File: src/rtl/down_counter_seq.sv
// Loadable down-counter sequencer: loads an iteration budget, counts it down on
// enabled cycles, tracks elapsed steps, and pulses done for one cycle at terminal count.
module down_counter_seq #(
  parameter int COUNTER_WIDTH = 3
) (
  input  logic                     clk,
  input  logic                     rst,
  input  logic                     load,
  input  logic [COUNTER_WIDTH-1:0] load_value,
  input  logic                     enable,
  input  logic                     clear,
  output logic [COUNTER_WIDTH-1:0] count_o,
  output logic [COUNTER_WIDTH-1:0] index_o,
  output logic                     busy_o,
  output logic                     done_o
);

  typedef enum logic [1:0] {
    IDLE = 2'd0,
    RUN  = 2'd1,
    DONE = 2'd2
  } state_t;

  localparam logic [COUNTER_WIDTH-1:0] ONE  = COUNTER_WIDTH'(1);
  localparam logic [COUNTER_WIDTH-1:0] ZERO = '0;

  state_t                   state_q, state_d;
  logic [COUNTER_WIDTH-1:0] count_q, count_d;
  logic [COUNTER_WIDTH-1:0] index_q, index_d;
  logic [COUNTER_WIDTH-1:0] cap_q, cap_d;

  always_ff @(posedge clk or negedge rst) begin
    if (!rst) begin
      state_q <= IDLE;
      count_q <= ZERO;
      index_q <= ZERO;
      cap_q   <= ZERO;
    end else begin
      state_q <= state_d;
      count_q <= count_d;
      index_q <= index_d;
      cap_q   <= cap_d;
    end
  end

  // clear beats load beats enable; a load from RUN or DONE restarts like IDLE.
  always_comb begin
    state_d = state_q;
    count_d = count_q;
    index_d = index_q;
    cap_d   = cap_q;
    if (clear) begin
      state_d = IDLE;
      count_d = ZERO;
      index_d = ZERO;
    end else if (load) begin
      state_d = RUN;
      cap_d   = load_value;
      count_d = load_value;
      index_d = ZERO;
    end else begin
      case (state_q)
        RUN: begin
          if (enable) begin
            if (count_q != ZERO) begin
              count_d = count_q - ONE;
              // index + count always equals cap, so this guard only documents the bound.
              if (index_q != cap_q) begin
                index_d = index_q + ONE;
              end
            end else begin
              state_d = DONE;
            end
          end
        end
        DONE:    state_d = IDLE;
        default: state_d = IDLE;
      endcase
    end
  end

  assign count_o = count_q;
  assign index_o = index_q;
  assign busy_o  = (state_q == RUN);
  assign done_o  = (state_q == DONE);

endmodule

File: config.mk
export PLATFORM = sky130hd
export DESIGN_NAME = down_counter_seq
export DESIGN_NICKNAME = d
export VERILOG_FILES = /design/src/rtl/down_counter_seq.sv
export SDC_FILE = /design/constraint.sdc
export NUM_CORES = 1
export LEC_CHECK = 0
export BUFFER_PORTS_ARGS = -buffer_cell sky130_fd_sc_hd__buf_2
export CAP_MARGIN = 10
export CORE_AREA = 2 2 39 41
export DETAILED_ROUTE_END_ITERATION = 7
export DIE_AREA = 0 0 41 43
export PLACE_DENSITY = 0.7
export RECOVER_POWER = 25
export SYNTH_ARGS = -nofsm -noshare
export SYNTH_HDL_FRONTEND = slang
export SYNTH_SLANG_ARGS = --single-unit
File: constraint.sdc
create_clock -name clk -period 2.1 [get_ports clk]
set_clock_uncertainty 0.05 [all_clocks]
set_input_delay 0.42 -clock clk [delete_from_list [all_inputs] [get_ports clk]]
set_output_delay 0.42 -clock clk [all_outputs]
set_load 0.01 [all_outputs]
==> results by group, run 1 <==
Power and ir drop
  • Total power: around 0.46 mW
  • PwrDens: 635 nW/um^2
  • Lkg Pwr: 0.363 nW
  • Worst VDD drop: 0.000409 V

Placed design
  • GP Congestion: roughly 0.70
  • Dpl hpwl: 831 um
  • Placed cell area: 696 um^2
  • I/O Buffers: 15
  • Pre-CTS WS: 0.412 ns
  • Cell total after placement: 87

Synthesis
  • Synthesized area per cell: 10.6 um^2
  • Sequential area share after synthesis: 45.5%
  • Net Count, Synth: 68
  • Synth Warn #: 0
  • #FFs+latches synth: 11
  • Cells after Synth: 57
  • Distinct cells, synth: 26
  • Synth Cell Area: 604 um^2

Flow run
  • Max Cap Violations: 0

Setup path
  • CP required: about 2.2 ns
  • Buf/Inv on CP: 1
  • CP endpoint kind: register
  • CP arrival: 1.82 ns
  • Critical path class: register to register
  • Crit-path cells: inv_1 > ha_1 > ha_1 > nand4bb_4 > or3_1 > a31oi_1
  • Most frequent CP cell: ha_1
  • Critical-path top delay cell: or3_1
  • Crit path max fanout: 6
  • CP top delay family: simple AND/OR/NAND/NOR gates
  • Crit start category: register
  • Slowest cell delay on critical path: 0.37 ns

STA
  • Final setup viols: 0
  • Fin. Hold Viols: 0
  • Fin crit period: 1.69 ns
  • Total Neg Setup Slack: 0 ns
  • Slew @ Worst Pin: between 0.5 and 0.6 ns
  • Fmax: about 600 MHz
  • Hold_ws: 0.360 ns
  • RSZ-0062 raised after global routing: false
  • Worst Slack Setup Final: 0.414 ns
  • Period utilisation layout: 80.3%
  • Fin. max-slew vios: 0
  • Worst slew margin: 61.1%

Floorplan
  • FP Rows: 14
  • Starting density of the core: around 44%
  • Boundary Pins: 16
  • Total die area: roughly 1800 um^2
  • Chip width: 41 um
  • Die Y: roughly 43 um
  • Core Area: 1380 um^2

Clocking
  • Resized Gates After CTS: 0
  • CTS tree: done
  • Root buffer cell: clkbuf_4
  • Clk slew on worst S/H paths: around 0.070 ns
  • CTS max path bufs: 2
  • H-tree depth: 1
  • CTS Sinks: 11
  • Total CTS buffers: 3
  • Clock Latency Late Sink: 0.26 ns

Finish
  • Final core occ: 52.7%
  • Layout cell share with drive strength beyond 1: 27.6%
  • NumNets Final: 88
  • Design area: 729 um^2
  • Fin cells: 92
  • ANT cells: 0
  • Area Growth Syn to Fin: 20.7%

Global route
  • Pin count of the biggest net entering global routing: 12
  • Vias in the first global route: roughly 440
  • First-pass GRT wire length: 1840 um
  • GRT Total Usage: between 10% and 20%
  • Grt ovf: 0
  • Initial antenna violation count: 0

Drt
  • Remaining routing DRC violations: 0
  • First-pass detailed-route iteration total: 4
  • Routed vias/inst: 5.12
  • Drt wl/cell: between 10 and 15 um
  • Post-DRT Antenna Nets: 0
  • Initial DRC Count: 9
  • Routed wire length: 1080 um
  • Vias: around 470

Outcome
  • Status: complete, no violations

Min path
  • HP Class: input port to register
[kinds of logic after synthesis]
group	after synthesis	synth area share (%)
flops	11	45.5
compound gates	7	7.45
buf+inv	4	2.48
fa+ha+maj	3	6.21
simple gates	23	24.0
mux	4	7.04
xor+xnor	5	7.25
[power by group]
group	total [mW]	internal, mW	switching [mW]	leakage, nW
Combinational	0.0823	0.0396	0.0427	0.205
Sequential	0.238	0.226	0.0123	0.144
Clock	0.142	0.0733	0.0688	0.0150
[synthesized netlist by cell type]
| library cell | instances | area share (%) |
|---|---|---|
| a211oi_1 | 1 | 1.2 |
| a21oi_1 | 2 | 1.7 |
| a31oi_1 | 1 | 1.0 |
| and4bb_2 | 1 | 2.1 |
| clkbuf_1 | 1 | 0.62 |
| dfrtp_1 | 11 | 46 |
| ha_1 | 3 | 6.2 |
| inv_1 | 3 | 1.9 |
| mux2_2 | 2 | 3.7 |
| mux2i_1 | 2 | 3.3 |
| nand2_1 | 4 | 2.5 |
| nand2b_1 | 1 | 1.0 |
| nand3_1 | 1 | 0.83 |
| nand3b_1 | 1 | 1.2 |
| nand4bb_4 | 1 | 4.6 |
| nor2_1 | 7 | 4.3 |
| nor2b_1 | 3 | 3.1 |
| nor3_1 | 1 | 0.83 |
| nor4b_1 | 1 | 1.4 |
| o21ai_1 | 1 | 0.83 |
| o311ai_1 | 1 | 1.4 |
| o31ai_1 | 1 | 1.2 |
| or2_2 | 1 | 1.0 |
| or3_1 | 1 | 1.0 |
| xnor2_1 | 1 | 1.4 |
| xor2_1 | 4 | 5.8 |
[cell usage in the layout, fill, tap and decap left out, types with 2 or more instances in the layout]
cell | synthesis | final
inv_1 | 3 | 3
nand2_1 | 4 | 4
nor2_1 | 7 | 7
mux2i_1 | 2 | 2
clkbuf_4 | 0 | 3
nor2b_1 | 3 | 3
mux2_2 | 2 | 2
dfrtp_1 | 11 | 11
a21oi_1 | 2 | 2
xor2_1 | 4 | 4
ha_1 | 3 | 3
clkbuf_1 | 1 | 3
buf_2 | 0 | 13
[layer usage]
layer / track usage [%] / vias up / share of wire (%) / wire [um]
met2: 20.9 / 14 / 46 / 503
met3: 3.14 / 2 / 3.9 / 42
met1: 23.5 / 217 / 47 / 510
met4: 12.0 / 0 / 2.5 / 27
li1: - / 238 / - / -
met5: 0 / - / 0 / 0
[worst paths after layout]
kind | from | endpoint | slack, ns | depth (start not counted)
setup / recovery | count_o[0] | index_o[0] | 0.41 | 6
max in group asynchronous | rst | index_o[2] | 1.01 | 2
hold reg to reg | cap_q[2] | cap_q[2] | 0.45 | 2
hold / removal | load_value[1] | cap_q[1] | 0.36 | 2
setup reg to reg | count_o[0] | index_o[0] | 0.41 | 6
min in group asynchronous | rst | count_o[1] | 0.61 | 2
[flip-flops by register name (all words and copies together), names as in the netlist]
signal,flops
cap_q,3
count_o,3
index_o,3
state_q,2
[layout make-up]
cell class,instances,area (um^2)
Multi-Input combinational cell,42,314
Inverter,3,11.3
Timing Repair Buffer,16,82.6
Sequential cell,11,275
Fill cell,139,654
Clock buffer,4,26.3
Tap cell,16,20.0
[timing repair]
item,4_1_cts,5_1_grt
hold buffers,1,0
endpoints found under the hold margin,11,0
setup buffers,0,0
(Power assumes the default switching activity.)
==> run 2, diff against run 1 <==
Clock period 2.1 ns to 1.7 ns, I/O delays scaled along.
==> run 2 against run 1 <==
  * Sequential cell count unchanged
  * Critical path depth up 1
  * Maximum frequency up 2.0%
  * Clock power up 23%
  * Cell area up 9.1%
  * Worst setup slack worse by 0.37 ns
  * Sequential power up 24%
  * Via count up 3.6%
  * Register-to-register slack worse by 0.37 ns
  * Critical endpoint is now index_o[2]
==> results by group, run 2 (same netlist as run 1, synthesis figures left out) <==
Outcome
  • Status: complete, no violations (unchanged)

Global route
  • GRT Total Usage: 16.0% (was 16.4%)
  • First-pass GRT wire length: 1850 um (was 1840 um)
  • Grt ovf: 0 (unchanged)
  • Initial antenna violation count: 0 (unchanged)
  • Vias in the first global route: 454 (was 439)
  • Pin count of the biggest net entering global routing: 12 (unchanged)

Finish
  • Commonest non-fill, non-tap cell in the layout: buf_2 (unchanged)
  • NumNets Final: 90 (was 88)
  • Multi-input gate area: 365 um^2 (was 314 um^2)
  • Most frequent cells in the layout: buf_2, dfrtp_1, nor2_1 (unchanged)
  • Design area: 796 um^2 (was 729 um^2)
  • ANT cells: 0 (unchanged)
  • Fillcell total: 116 (was 139)
  • Reg area: 275 um^2 (unchanged)
  • Area Growth Syn to Fin: 31.7% (was 20.7%)
  • Layout cell share with drive strength beyond 1: 37.2% (was 27.6%)
  • Final core occ: 57.5% (was 52.7%)

Setup path
  • CP required: 1.80 ns (was 2.24 ns)
  • Critical path class: register to register (unchanged)
  • Slowest cell delay on critical path: 0.38 ns (was 0.37 ns)
  • Critical-path top delay cell: dfrtp_1 (was or3_1)
  • Crit start category: register (unchanged)
  • CP endpoint kind: register (unchanged)
  • CP arrival: 1.76 ns (was 1.82 ns)
  • Most frequent CP cell: ha_4 (was ha_1)
  • Buf/Inv on CP: 1 (unchanged)
  • Crit path max fanout: 4 (was 6)
  • Crit-path cells: inv_2 > ha_4 > ha_4 > and4bb_4 > o311ai_4 > xor2_1 > nor2_1 (was inv_1 > ha_1 > ha_1 > nand4bb_4 > or3_1 > a31oi_1)
  • CP top delay family: simple AND/OR/NAND/NOR gates (unchanged)

Drt
  • Initial DRC Count: 5 (was 9)
  • Vias: 488 (was 471)
  • Drt wl/cell: 12.0 um (was 11.8 um)
  • Remaining routing DRC violations: 0 (unchanged)
  • Post-DRT Antenna Nets: 0 (unchanged)
  • First-pass detailed-route iteration total: 4 (unchanged)
  • Routed wire length: 1130 um (was 1080 um)
  • Routed vias/inst: 5.19 (was 5.12)

Flow run
  • Max Cap Violations: 0 (unchanged)

Min path
  • HP Class: input port to register (unchanged)

Power and ir drop
  • NetSw: 0.165 mW (was 0.124 mW)
  • Lkg Pwr: 0.371 nW (was 0.363 nW)
  • Clock power share: 29.3% (was 30.7%)
  • Internal Power: 0.431 mW (was 0.339 mW)
  • Worst VDD drop: 0.000547 V (was 0.000409 V)
  • Switching Fraction: 27.7% (was 26.7%)
  • Sequential power share: 49.5% (was 51.5%)
  • Comb power frac: 21.2% (was 17.8%)
  • PwrDens: 749 nW/um^2 (was 635 nW/um^2)

Clocking
  • Clk slew on worst S/H paths: 0.07 ns (about the same)
  • CTS tree: done (unchanged)
  • CTS Sinks: 11 (unchanged)
  • Root buffer cell: clkbuf_4 (unchanged)
  • CTS max path bufs: 2 (unchanged)
  • H-tree depth: 1 (unchanged)
  • Total CTS buffers: 3 (unchanged)
  • Clock Latency Late Sink: 0.26 ns (about the same)

STA
  • Period utilisation layout: 97.2% (was 80.3%)
  • Fin. max-slew vios: 0 (unchanged)
  • Worst Slack Setup Final: 0.0473 ns (was 0.414 ns)
  • Fin crit period: 1.65 ns (was 1.69 ns)
  • Hold_ws: 0.276 ns (was 0.360 ns)
  • Total Neg Setup Slack: 0 ns (unchanged)
  • Fin. Hold Viols: 0 (unchanged)
  • Fmax: 605 MHz (was 593 MHz)
  • Final setup viols: 0 (unchanged)
  • Worst slew margin: 60.5% (was 61.1%)
  • Slew @ Worst Pin: 0.592 ns (was 0.583 ns)

Placed design
  • Pre-CTS WS: 0.0130 ns (was 0.412 ns)
  • GP Congestion: 0.701 (was 0.698)
  • Dpl hpwl: 838 um (was 831 um)
  • I/O Buffers: 15 (unchanged)
  • Placed cell area: 696 um^2 (unchanged)

Floorplan
  • FP Rows: 14 (unchanged)
  • Die Y: 43 um (unchanged)
  • Total die area: 1760 um^2 (unchanged)
  • Starting density of the core: 43.7% (unchanged)
  • Chip width: 41 um (unchanged)
  • Boundary Pins: 16 (unchanged)
  • Core Area: 1380 um^2 (unchanged)
-- run 2: cell count changes in the layout (fill, tap and decap cells not counted) --
cell      change
inv_1         -2
ha_1          -2
and4bb_2      -1
o311ai_4      +1
o311ai_1      -1
o31ai_1       -1
o31ai_2       +1
inv_2         +2
buf_4         +2
and4bb_4      +1
ha_4          +2
-- run 2: cell type report --
type,count,share of cell area (%)
sequential,11,34.6
inverter,3,1.42
tap,16,2.52
timing repair buffer,18,12.3
clock buffer,4,3.30
multi-input combinational,42,45.9
-- run 2: power by group through the flow --
stage	clock [mW]	sequential [mW]	combinational [mW]
after floorplan	0	0.299	0.0661
after global placement	0	0.298	0.0996
after detailed placement	0	0.299	0.102
after CTS	0.181	0.294	0.106
after global routing	0.192	0.297	0.145
final	0.175	0.295	0.126
-- run 2: path summary, 6_finish.rpt --
path | from | endpoint | slack, ns | cells past startpoint
min in group asynchronous | rst | cap_q[0] | 0.53 | 2
worst max register to register | count_o[1] | index_o[2] | 0.05 | 7
max in group asynchronous | rst | count_o[0] | 0.68 | 2
worst max-delay path | count_o[1] | index_o[2] | 0.05 | 7
worst min register to register | cap_q[2] | cap_q[2] | 0.46 | 2
worst min-delay path | load_value[1] | cap_q[1] | 0.28 | 2
-- run 2: repair_timing --
action / CTS / global route
pin swaps: 1 / 6
setup buffers: 1 / 1
gates resized for setup: 1 / 9
endpoints found under the hold margin: 11 / 0
hold buffers: 1 / 0
endpoints found under the setup margin: 1 / 4
-- run 2: routing by layer --
metal | track usage (%) | part of all wire, % | vias up
met2 | 20.9 | 48 | 10
met3 | 3.14 | 3.7 | 2
met5 | 0 | 0 | -
met4 | 10.0 | 1.7 | 0
li1 | - | - | 242
met1 | 23.2 | 46 | 234
-- run 2: per-stage QoR --
step	power, mW	cells
floorplan	0.365	57
global placement	0.398	87
detailed placement	0.401	87
CTS	0.581	93
global route	0.634	94
finish	0.596	94
